$ cat src/rtl/sys_ctrl_burst.sv
// System controller: decodes byte-serial command frames into register-file, ALU and TX traffic.
// Latency: RF strobes 1 cycle after the triggering byte; TX 1 cycle after Rd_D_VLD/OUT_VLD when busy=0.
// Backpressure: TX bytes are held while busy=1; each byte needs a busy high->low cycle before the next.
//
// Ports:
//   CLK, RST                  clock, async active-high reset
//   RX_P_Data, RX_D_VLD       received byte and its one-cycle valid pulse
//   busy                      synchronised UART TX busy
//   TX_P_Data, TX_D_VLD       byte to transmit and its one-cycle request
//   WrEn, RdEn, Addr, Wr_D    register-file write/read strobes, address, write data
//   Rd_D, Rd_D_VLD            register-file read data and valid
//   ALU_EN, ALU_FUN           one-cycle ALU start and function
//   ALU_OUT, OUT_VLD          ALU result and valid
//   CLK_EN                    ALU clock-gate enable
//   clk_div_en                UART clock-divider enable
//   frame_err                 one-cycle pulse on an aborted frame
module sys_ctrl_burst #(
   parameter int WIDTH     = 8,
   parameter int DEPTH     = 16,
   parameter int BURST_MAX = 8,
   parameter int TIMEOUT   = 255,
   localparam int ADDR_W   = $clog2(DEPTH)
) (
   input  logic                 CLK,
   input  logic                 RST,
   input  logic [WIDTH-1:0]     RX_P_Data,
   input  logic                 RX_D_VLD,
   input  logic                 busy,
   output logic [WIDTH-1:0]     TX_P_Data,
   output logic                 TX_D_VLD,
   output logic                 WrEn,
   output logic                 RdEn,
   output logic [ADDR_W-1:0]    Addr,
   output logic [WIDTH-1:0]     Wr_D,
   input  logic [WIDTH-1:0]     Rd_D,
   input  logic                 Rd_D_VLD,
   output logic                 ALU_EN,
   output logic [3:0]           ALU_FUN,
   input  logic [2*WIDTH-1:0]   ALU_OUT,
   input  logic                 OUT_VLD,
   output logic                 CLK_EN,
   output logic                 clk_div_en,
   output logic                 frame_err
);

   localparam int CW = $clog2(BURST_MAX + 1);
   localparam int TW = $clog2(TIMEOUT + 1);

   localparam logic [WIDTH-1:0] OPC_WR   = WIDTH'(8'hAA);
   localparam logic [WIDTH-1:0] OPC_RD   = WIDTH'(8'hBB);
   localparam logic [WIDTH-1:0] OPC_ALU  = WIDTH'(8'hCC);
   localparam logic [WIDTH-1:0] OPC_ALUN = WIDTH'(8'hDD);
   localparam logic [WIDTH-1:0] OPC_BWR  = WIDTH'(8'hEE);
   localparam logic [WIDTH-1:0] OPC_BRD  = WIDTH'(8'hEF);

   typedef enum logic [3:0] {
      IDLE, GET_ADDR, GET_CNT, GET_DATA, GET_OPA, GET_OPB, GET_FUN,
      RF_WR, RF_RD, RD_WAIT, ALU_START, ALU_WAIT, TX_SEND, TX_HOLD
   } state_t;

   typedef enum logic [2:0] {
      OP_WR, OP_RD, OP_ALU, OP_ALUN, OP_BWR, OP_BRD
   } op_t;

   state_t             state;
   op_t                op_r;
   logic [ADDR_W-1:0]  addr_r;
   logic [CW-1:0]      cnt_r;      // transfers still owed, including the current one
   logic [TW-1:0]      tmo_cnt;
   logic [3:0]         fun_r;
   logic [WIDTH-1:0]   tx_dat;
   logic [WIDTH-1:0]   tx_msb;
   logic               tx_more;    // ALU MSB byte still to be sent
   logic               busy_seen;  // TX_HOLD has observed busy=1 for the current byte

   logic is_get;
   logic tmo_expire;

   assign is_get     = state inside {GET_ADDR, GET_CNT, GET_DATA, GET_OPA, GET_OPB, GET_FUN};
   assign tmo_expire = (tmo_cnt == TW'(TIMEOUT - 1));

   function automatic logic [ADDR_W-1:0] addr_inc(input logic [ADDR_W-1:0] a);
      if (a == ADDR_W'(DEPTH - 1)) return '0;
      return a + 1'b1;
   endfunction

   always_ff @(posedge CLK or posedge RST) begin
      if (RST) begin
         state      <= IDLE;
         op_r       <= OP_WR;
         addr_r     <= '0;
         cnt_r      <= '0;
         tmo_cnt    <= '0;
         fun_r      <= '0;
         tx_dat     <= '0;
         tx_msb     <= '0;
         tx_more    <= 1'b0;
         busy_seen  <= 1'b0;
         TX_P_Data  <= '0;
         TX_D_VLD   <= 1'b0;
         WrEn       <= 1'b0;
         RdEn       <= 1'b0;
         Addr       <= '0;
         Wr_D       <= '0;
         ALU_EN     <= 1'b0;
         ALU_FUN    <= '0;
         CLK_EN     <= 1'b0;
         clk_div_en <= 1'b0;
         frame_err  <= 1'b0;
      end else begin
         clk_div_en <= 1'b1;
         // single-cycle strobes
         TX_D_VLD   <= 1'b0;
         WrEn       <= 1'b0;
         RdEn       <= 1'b0;
         ALU_EN     <= 1'b0;
         ALU_FUN    <= '0;
         frame_err  <= 1'b0;

         if (is_get && !RX_D_VLD) begin
            // idle inside a frame; a byte in the expiry cycle takes the else branch instead
            if (tmo_expire) begin
               state     <= IDLE;
               frame_err <= 1'b1;
               tmo_cnt   <= '0;
            end else begin
               tmo_cnt <= tmo_cnt + 1'b1;
            end
         end else begin
            tmo_cnt <= '0;
            // in every GET_* branch below RX_D_VLD is known to be high
            case (state)
               IDLE: begin
                  if (RX_D_VLD) begin
                     cnt_r <= CW'(1);
                     case (RX_P_Data)
                        OPC_WR:   begin op_r <= OP_WR;   state <= GET_ADDR; end
                        OPC_RD:   begin op_r <= OP_RD;   state <= GET_ADDR; end
                        OPC_ALU:  begin op_r <= OP_ALU;  state <= GET_OPA;  end
                        OPC_ALUN: begin op_r <= OP_ALUN; state <= GET_FUN;  end
                        OPC_BWR:  begin op_r <= OP_BWR;  state <= GET_ADDR; end
                        OPC_BRD:  begin op_r <= OP_BRD;  state <= GET_ADDR; end
                        default:  frame_err <= 1'b1;
                     endcase
                  end
               end
               GET_ADDR: begin
                  addr_r <= RX_P_Data[ADDR_W-1:0];
                  case (op_r)
                     OP_WR: state <= GET_DATA;
                     OP_RD: begin
                        RdEn  <= 1'b1;
                        Addr  <= RX_P_Data[ADDR_W-1:0];
                        state <= RF_RD;
                     end
                     default: state <= GET_CNT;
                  endcase
               end
               GET_CNT: begin
                  if (RX_P_Data == '0 || RX_P_Data > WIDTH'(BURST_MAX)) begin
                     frame_err <= 1'b1;
                     state     <= IDLE;
                  end else begin
                     cnt_r <= CW'(RX_P_Data);
                     if (op_r == OP_BRD) begin
                        RdEn  <= 1'b1;
                        Addr  <= addr_r;
                        state <= RF_RD;
                     end else begin
                        state <= GET_DATA;
                     end
                  end
               end
               GET_DATA: begin
                  WrEn  <= 1'b1;
                  Addr  <= addr_r;
                  Wr_D  <= RX_P_Data;
                  state <= RF_WR;
               end
               GET_OPA: begin
                  WrEn   <= 1'b1;
                  Addr   <= '0;
                  addr_r <= '0;
                  Wr_D   <= RX_P_Data;
                  state  <= RF_WR;
               end
               GET_OPB: begin
                  WrEn   <= 1'b1;
                  Addr   <= ADDR_W'(1);
                  addr_r <= ADDR_W'(1);
                  Wr_D   <= RX_P_Data;
                  state  <= RF_WR;
               end
               GET_FUN: begin
                  fun_r  <= RX_P_Data[3:0];
                  CLK_EN <= 1'b1;   // gate opens one cycle ahead of ALU_EN
                  state  <= ALU_START;
               end
               RF_WR: begin
                  if (op_r == OP_ALU) begin
                     state <= (addr_r == '0) ? GET_OPB : GET_FUN;
                  end else if (cnt_r > CW'(1)) begin
                     cnt_r  <= cnt_r - 1'b1;
                     addr_r <= addr_inc(addr_r);
                     state  <= GET_DATA;
                  end else begin
                     state <= IDLE;
                  end
               end
               RF_RD, RD_WAIT: begin
                  if (Rd_D_VLD) begin
                     tx_more <= 1'b0;
                     tx_dat  <= Rd_D;
                     if (!busy) begin
                        TX_D_VLD  <= 1'b1;
                        TX_P_Data <= Rd_D;
                        busy_seen <= 1'b0;
                        state     <= TX_HOLD;
                     end else begin
                        state <= TX_SEND;
                     end
                  end else begin
                     state <= RD_WAIT;
                  end
               end
               ALU_START: begin
                  ALU_EN  <= 1'b1;
                  ALU_FUN <= fun_r;
                  state   <= ALU_WAIT;
               end
               ALU_WAIT: begin
                  if (OUT_VLD) begin
                     CLK_EN  <= 1'b0;
                     tx_msb  <= ALU_OUT[2*WIDTH-1:WIDTH];
                     tx_more <= 1'b1;
                     tx_dat  <= ALU_OUT[WIDTH-1:0];
                     if (!busy) begin
                        TX_D_VLD  <= 1'b1;
                        TX_P_Data <= ALU_OUT[WIDTH-1:0];
                        busy_seen <= 1'b0;
                        state     <= TX_HOLD;
                     end else begin
                        state <= TX_SEND;
                     end
                  end
               end
               TX_SEND: begin
                  if (!busy) begin
                     TX_D_VLD  <= 1'b1;
                     TX_P_Data <= tx_dat;
                     busy_seen <= 1'b0;
                     state     <= TX_HOLD;
                  end
               end
               TX_HOLD: begin
                  // the UART must acknowledge with busy high, then release it
                  if (!busy_seen) begin
                     if (busy) busy_seen <= 1'b1;
                  end else if (!busy) begin
                     if (tx_more) begin
                        tx_more <= 1'b0;
                        tx_dat  <= tx_msb;
                        state   <= TX_SEND;
                     end else if (op_r == OP_BRD && cnt_r > CW'(1)) begin
                        cnt_r  <= cnt_r - 1'b1;
                        addr_r <= addr_inc(addr_r);
                        Addr   <= addr_inc(addr_r);
                        RdEn   <= 1'b1;
                        state  <= RF_RD;
                     end else begin
                        state <= IDLE;
                     end
                  end
               end
               default: state <= IDLE;
            endcase
         end
      end
   end

endmodule

$ cat config.mk
export PLATFORM = sky130hd
export DESIGN_NAME = sys_ctrl_burst
export DESIGN_NICKNAME = d
export VERILOG_FILES = /design/src/rtl/sys_ctrl_burst.sv
export SDC_FILE = /design/constraint.sdc
export NUM_CORES = 1
export LEC_CHECK = 0
export BUFFER_PORTS_ARGS = -buffer_cell sky130_fd_sc_hd__buf_4
export CORE_MARGIN = 3
export CORE_UTILIZATION = 45
export CTS_CLUSTER_SIZE = 12
export DETAILED_ROUTE_END_ITERATION = 10
export PLACE_DENSITY = 0.66
export SKIP_CTS_REPAIR_TIMING = 1
export SLEW_MARGIN = 20
export SYNTH_ARGS = -nofsm -noshare
export SYNTH_HDL_FRONTEND = slang
export SYNTH_SLANG_ARGS = --single-unit
$ cat constraint.sdc
create_clock -name CLK -period 2.7 [get_ports CLK]
set_clock_uncertainty 0.05 [all_clocks]
set_input_delay 0.54 -clock CLK [delete_from_list [all_inputs] [get_ports CLK]]
set_output_delay 0.54 -clock CLK [all_outputs]
set_load 0.02 [all_outputs]
==> out/metrics.csv, run 1 <==
stage;metric;value;unit
die;Core Box Area;9328;um^2
sta;RSZ-0062 raised after global routing;no;
global_routing;All-Layer GR Usage;0.2071;
placed_design;hpwl dp;8.111;mm
clocking;Clk pin slew, worst setup/hold paths;90;ps
setup_path;worst-case reg-to-reg path depth;7;
die;site row count;35;
power;switching pwr;2.057;mW
finish;Finished Cell Area;5201;um^2
global_routing;grt ovf;0;
setup_path;R2R Path Start;cnt_r[0];
status;status;complete, no violations;
finish;Layout Area Growth over Synthesis;19.49;%
min_path;min-delay worst type;in2async;
drt;ANT nets after route;0;
clocking;TritonCTS clock tree;built;
drt;iteration count of the initial detailed-routing pass;7;
flow_run;Max Cap Viol;0;
sta;post-route minimum period;2445;ps
global_routing;vias in the first global route;3604;
finish;filler cell count;853;
synth;cell area after synthesis;4353;um^2
finish;flip-flop and latch area;1902;um^2
finish;area of the multi-input gates;2255;um^2
sta;crit share post-route;0.9054;
clocking;CTS Buf Count;9;
power;Sw Ratio;0.4065;
setup_path;CP max FO;8;
setup_path;CP Capture Type;flip-flop;
placed_design;post-place instance area;5025;um^2
sta;Worst Tran Pin Value;795.3;ps
sta;WHS;202.1;ps
finish;fin util;0.5576;
finish;number of diodes;0;
power;Seq pwr share;0.365;
finish;commonest non-fill, non-tap cells in the layout;buf_4 (82), dfrtp_1 (76), mux2_2 (42), nor2_1 (28), nand2_1 (21);
clocking;# H-tree levels;3;
die;Die W;104.4;um
drt;drt wl/cell;17.69;um
power;Lkg Pwr;2.346;nW
setup_path;worst r2r dst;cnt_r[0];
clocking;root buf cell;clkbuf_8;
die;Die Span Y;104.4;um
global_routing;busiest grt layer;met2;
sta;total negative setup slack;0;ps
sta;Setup Viol. Count Final;0;
power;Clock power frac;0.154;
setup_path;Crit path required time;2880;ps
global_routing;pin count of the biggest net entering global routing;37;
synth;Async SR Flop Fraction;1.000;
finish;share of layout cells above drive strength 1;0.3044;
power;Peak VDD IR;0.5132;mV
placed_design;GPL Wtd Cong;0.8730;
setup_path;Setup crit start;cnt_r[0];
global_routing;initial antenna violation count;0;
power;P per Cell Area;973.0;nW/um^2
sta;FMAX;0.4091;GHz
die;die area;10890;um^2
synth;Synth warnings;0;
drt;Via density;5.779;
die;IO Pins;69;
die;Starting Density;0.4667;
drt;final WL;11.06;mm
synth;number of synthesized flops with an enable pin;0;
clocking;Skew-Pair Late Insertion Delay;350;ps
synth;Mean Syn Cell Area;10.34;um^2
finish;Net count, final;535;
drt;vias after detailed routing;3612;
synth;Cells after Synth;421;
sta;Final Hold Viols;0;
global_routing;global-route met1 utilization;0.2871;
placed_design;number of port buffers;68;
power;Comb pwr share;0.481;
drt;drt drc;0;
sta;max-slew violation count;0;
drt;1st-iter DRT viols;276;
power;P_int;3.004;mW
setup_path;worst reg-to-reg setup slack;260;ps
synth;post-synth cell types;67;
synth;post-synth net total;465;
setup_path;CP Data Arrival Time;2620;ps
setup_path;crit path launch type;flip-flop;
global_routing;met2 Use GR;0.3293;
global_routing;first-pass GRT wire length;18.34;mm
synth;Seq/Total Area, Yosys;0.4369;
clocking;clock tree sinks;76;
global_routing;met3 GRT Util;0.04469;
finish;most common cell after layout, fill and taps aside;buf_4;
clocking;Clock Path Buffers;2;
sta;Slew HR;0.4687;
synth;Synth Flop Type;dfrtp_1;
setup_path;CP endpoint;cnt_r[0];
synth;register bit count reported by yosys;76;
setup_path;Worst Setup Path Type;reg2reg;
kinds of logic (layout without fill, tap and decap cells):
family	count (synthesis)	count (layout)	share of synthesized area
simple gates	140	140	0.1851
flops	76	76	0.4369
xor+xnor	8	8	0.01610
mux	46	46	0.1178
other cells	1	1	0.0008615
compound gates	101	101	0.1808
fa+ha+maj	6	6	0.01725
buf+inv	43	118	0.04512
per-stage QoR:
stage	instances	power [mW]	setup slack, ps
after floorplan	421	3.531	171.7
after global placement	609	4.242	254.4
after detailed placement	609	4.295	230.2
after CTS	625	5.099	299.9
after global routing	625	5.438	107.2
final	625	5.061	255.3
worst min path at each step:
stage,startpoint,endpoint,cells after the start
after floorplan,fun_r[0],ALU_FUN[0],1
after global placement,fun_r[3],ALU_FUN[3],1
after detailed placement,fun_r[3],ALU_FUN[3],1
after CTS,RST,tx_msb[0],2
after global routing,RST,tx_msb[0],2
final,RST,tx_msb[0],2
power groups by stage:
| stage | Sequential [mW] | Clock [mW] | Combinational [mW] |
|---|---|---|---|
| global route | 1.90 | 0.873 | 2.66 |
| global placement | 1.85 | 0 | 2.39 |
| finish | 1.84 | 0.782 | 2.43 |
| floorplan | 1.98 | 0 | 1.55 |
| detailed placement | 1.86 | 0 | 2.43 |
| CTS | 1.84 | 0.819 | 2.44 |
flip-flops by register name (all words and copies together), names as in the netlist, 3 cells and up:
signal,count
tmo_cnt,8
state,4
tx_dat,8
cnt_r,4
addr_r,4
Wr_D,8
op_r,3
fun_r,4
tx_msb,8
ALU_FUN,4
Addr,4
TX_P_Data,8
per-layer routing:
| metal | routed length [um] | vias to the layer above |
|---|---|---|
| li1 | - | 1716 |
| met3 | 623 | 10 |
| met1 | 5028 | 1780 |
| met4 | 148 | 0 |
| met5 | 0 | - |
| met2 | 5255 | 106 |
synthesized netlist by cell type, types with 8 or more instances:
| master | number | area share |
|---|---|---|
| o21ai_0 | 18 | 0.021 |
| clkbuf_1 | 9 | 0.0078 |
| mux2_2 | 42 | 0.11 |
| buf_2 | 9 | 0.010 |
| and2_1 | 13 | 0.019 |
| nand2_1 | 21 | 0.018 |
| nand2b_1 | 8 | 0.011 |
| dfrtp_1 | 76 | 0.44 |
| nor3_1 | 8 | 0.0092 |
| a21oi_1 | 16 | 0.018 |
| nor2_1 | 28 | 0.024 |
| a221o_1 | 17 | 0.039 |
| inv_1 | 19 | 0.016 |
| nand3_1 | 13 | 0.015 |
critical path, cell delays in order, from the launching register on:
cell and delay [ps]:
dfrtp_1 420, inv_1 60, ha_1 220, nor2_1 310, o311ai_1 210, a221oi_4 500
nand3_1 240, mux2_2 330
layout make-up:
| type | count | area share |
|---|---|---|
| Inverter | 19 | 0.01371 |
| Multi-Input combinational cell | 302 | 0.4335 |
| Timing Repair Buffer | 83 | 0.1222 |
| Clock buffer | 10 | 0.02646 |
| Sequential cell | 76 | 0.3656 |
| Clock inverter | 6 | 0.007457 |
| Tap cell | 129 | 0.03103 |
Power figures use the tool's default switching activity.
==> run 2: changes to the inputs <==
--- a/config.mk
+++ b/config.mk
@@ -6,11 +6,13 @@
 export NUM_CORES = 1
 export LEC_CHECK = 0
 export BUFFER_PORTS_ARGS = -buffer_cell sky130_fd_sc_hd__buf_4
+export CORE_ASPECT_RATIO = 2
 export CORE_MARGIN = 3
 export CORE_UTILIZATION = 45
 export CTS_CLUSTER_SIZE = 12
 export DETAILED_ROUTE_END_ITERATION = 10
 export PLACE_DENSITY = 0.66
+export REMOVE_ABC_BUFFERS = 1
 export SKIP_CTS_REPAIR_TIMING = 1
 export SLEW_MARGIN = 20
 export SYNTH_ARGS = -nofsm -noshare
==> run 2 against run 1 <==
Net effect: register-to-register slack improved by 96 ps; hold slack worse by 68 ps; core utilization rose by 0.92 points; via count is 1.1% higher; sequential share of layout area decreased by 0.81 points; power is 7.9% higher.
==> out/metrics.csv, run 2 (synthesis results as in run 1) <==
stage;metric;value;unit;change
status;status;complete, no violations;;unchanged
sta;max-slew violation count;0;;unchanged
placed_design;hpwl dp;9.196;mm;was 8.111 mm
setup_path;CP Data Arrival Time;2520;ps;was 2620 ps
sta;WHS;134.5;ps;was 202.1 ps
setup_path;CP Capture Type;flip-flop;;unchanged
sta;post-route minimum period;2349;ps;was 2445 ps
finish;most common cell after layout, fill and taps aside;buf_4;;unchanged
global_routing;initial antenna violation count;0;;unchanged
sta;Setup Viol. Count Final;0;;unchanged
drt;1st-iter DRT viols;209;;was 276
sta;Worst Tran Pin Value;695.0;ps;was 795.3 ps
die;Core Box Area;9384;um^2;was 9328 um^2
setup_path;slowest CP cell;dfrtp_1;;was a221oi_4
clocking;TritonCTS clock tree;built;;unchanged
die;Die W;75.55;um;was 104.4 um
global_routing;vias in the first global route;3841;;was 3604
setup_path;Crit path required time;2870;ps;was 2880 ps
power;switching pwr;2.154;mW;was 2.057 mW
drt;final WL;11.71;mm;was 11.06 mm
setup_path;R2R Path Start;state[1];;was cnt_r[0]
drt;iteration count of the initial detailed-routing pass;5;;was 7
sta;total negative setup slack;0;ps;unchanged
drt;drt wl/cell;19.38;um;was 17.69 um
drt;vias after detailed routing;3653;;was 3612
power;Peak VDD IR;0.5118;mV;was 0.5132 mV
setup_path;worst stage delay on the critical path;560;ps;was 500 ps
finish;share of layout cells above drive strength 1;0.3100;;was 0.3044
setup_path;worst r2r dst;tx_dat[5];;was cnt_r[0]
die;site row count;50;;was 35
power;P per Cell Area;1027;nW/um^2;was 973.0 nW/um^2
die;die area;10960;um^2;was 10890 um^2
clocking;CTS Buf Count;9;;unchanged
die;Starting Density;0.4639;;was 0.4667
placed_design;number of port buffers;68;;unchanged
sta;RSZ-0062 raised after global routing;no;;unchanged
clocking;# H-tree levels;3;;unchanged
finish;number of diodes;0;;unchanged
power;Seq pwr share;0.344;;was 0.365
drt;drt drc;0;;unchanged
clocking;Skew-Pair Late Insertion Delay;330;ps;was 350 ps
placed_design;GPL Wtd Cong;0.9562;;was 0.8730
setup_path;CP max FO;17;;was 8
die;Die Span Y;145.1;um;was 104.4 um
power;P_int;3.307;mW;was 3.004 mW
drt;Via density;6.048;;was 5.779
setup_path;worst reg-to-reg setup slack;350;ps;was 260 ps
setup_path;worst-case reg-to-reg path depth;5;;was 7
flow_run;Max Cap Viol;0;;unchanged
global_routing;All-Layer GR Usage;0.2189;;was 0.2071
global_routing;grt ovf;0;;unchanged
clocking;root buf cell;clkbuf_16;;was clkbuf_8
finish;Layout Area Growth over Synthesis;22.19;%;was 19.49%
sta;Final Hold Viols;0;;unchanged
setup_path;crit path cell chain;nand2b_1 -> nor2_2 -> nor2_1 -> a221o_1 -> mux2_2;;was inv_1 -> ha_1 -> nor2_1 -> o311ai_1 -> a221oi_4 -> nand3_1 -> mux2_2
placed_design;Cells after DPL;588;;was 609
clocking;Clk pin slew, worst setup/hold paths;70;ps;was 90 ps
power;Clock power frac;0.209;;was 0.154
sta;FMAX;0.4257;GHz;was 0.4091 GHz
clocking;Clock Path Buffers;2;;unchanged
min_path;min-delay worst type;in2async;;unchanged
finish;commonest non-fill, non-tap cells in the layout;buf_4 (85), dfrtp_1 (76), mux2_2 (42), nor2_1 (28), nand2_1 (21);;was buf_4 (82), dfrtp_1 (76), mux2_2 (42), nor2_1 (28), nand2_1 (21)
finish;Net count, final;539;;was 535
die;IO Pins;69;;unchanged
drt;ANT nets after route;0;;unchanged
finish;Non-Filler Instances;604;;was 625
sta;Slew HR;0.5349;;was 0.4687
global_routing;first-pass GRT wire length;18.37;mm;was 18.34 mm
setup_path;Worst Setup Path Type;reg2reg;;unchanged
global_routing;pin count of the biggest net entering global routing;35;;was 37
power;Lkg Pwr;2.418;nW;was 2.346 nW
power;Comb pwr share;0.447;;was 0.481
power;Sw Ratio;0.3944;;was 0.4065
clocking;clock tree sinks;76;;unchanged
setup_path;crit path launch type;flip-flop;;unchanged
sta;crit share post-route;0.8700;;was 0.9054
## run 2: cell types whose count changed in the layout (fill, tap and decap cells not counted)
cell,previous run,this run
clkbuf_8,10,0
clkbuf_16,0,9
buf_4,82,85
clkinv_2,3,1
inv_6,1,3
buf_12,1,2
inv_8,0,1
## run 2: per-layer routing
layer,up-vias,global-route usage,share of wire
met3,31,0.04230,0.036
met4,0,0.1025,0.039
li1,1734,-,-
met2,105,0.4133,0.57
met1,1783,0.2101,0.36
met5,-,0,0
## run 2: critical path, delay by kind of cell, from the launching register on
| kind | cells | cell delay, ps |
|---|---|---|
| muxes | 1 | 270 |
| DFF | 1 | 560 |
| AOI/OAI and AO/OA | 1 | 360 |
| and+or+nand+nor | 3 | 990 |
## run 2: how the worst max path moves through the flow
stage,from,endpoint,slack [ps],depth (start not counted)
floorplan,RST,ALU_EN,170,1
global placement,RX_P_Data[2],Addr[2],390,6
detailed placement,state[1],TX_P_Data[4],360,4
CTS,state[1],TX_P_Data[4],350,4
global route,state[1],tx_dat[4],180,7
finish,state[1],tx_dat[5],350,5
## run 2: stage by stage
| step | instance area [um^2] | total power [mW] | setup WS (ps) | util |
|---|---|---|---|---|
| after detailed placement | 5036 | 4.342 | 363.3 | 0.5367 |
| after global placement | 5036 | 4.279 | 390.4 | 0.5367 |
| after global routing | 5319 | 5.820 | 179.4 | 0.5668 |
| after CTS | 5319 | 5.501 | 349.0 | 0.5668 |
| final | 5319 | 5.461 | 351.0 | 0.5668 |
| after floorplan | 4228 | 3.433 | 171.7 | - |
## run 2: power by group through the flow
stage | logic, mW | clock network [mW] | registers, mW
after floorplan | 1.34 | 0 | 2.09
after global placement | 2.40 | 0 | 1.88
after detailed placement | 2.45 | 0 | 1.89
after CTS | 2.45 | 1.17 | 1.88
after global routing | 2.68 | 1.21 | 1.93
final | 2.44 | 1.14 | 1.88
## run 2: layout make-up
| class | count | area [um^2] |
|---|---|---|
| fill | 846 | 4065 |
| multi-input combinational | 302 | 2255 |
| sequential | 76 | 1902 |
| timing repair buffer | 87 | 678.2 |
| clock buffer | 9 | 225.2 |
| tap | 104 | 130.1 |
| inverter | 19 | 71.32 |
| clock inverter | 7 | 57.56 |
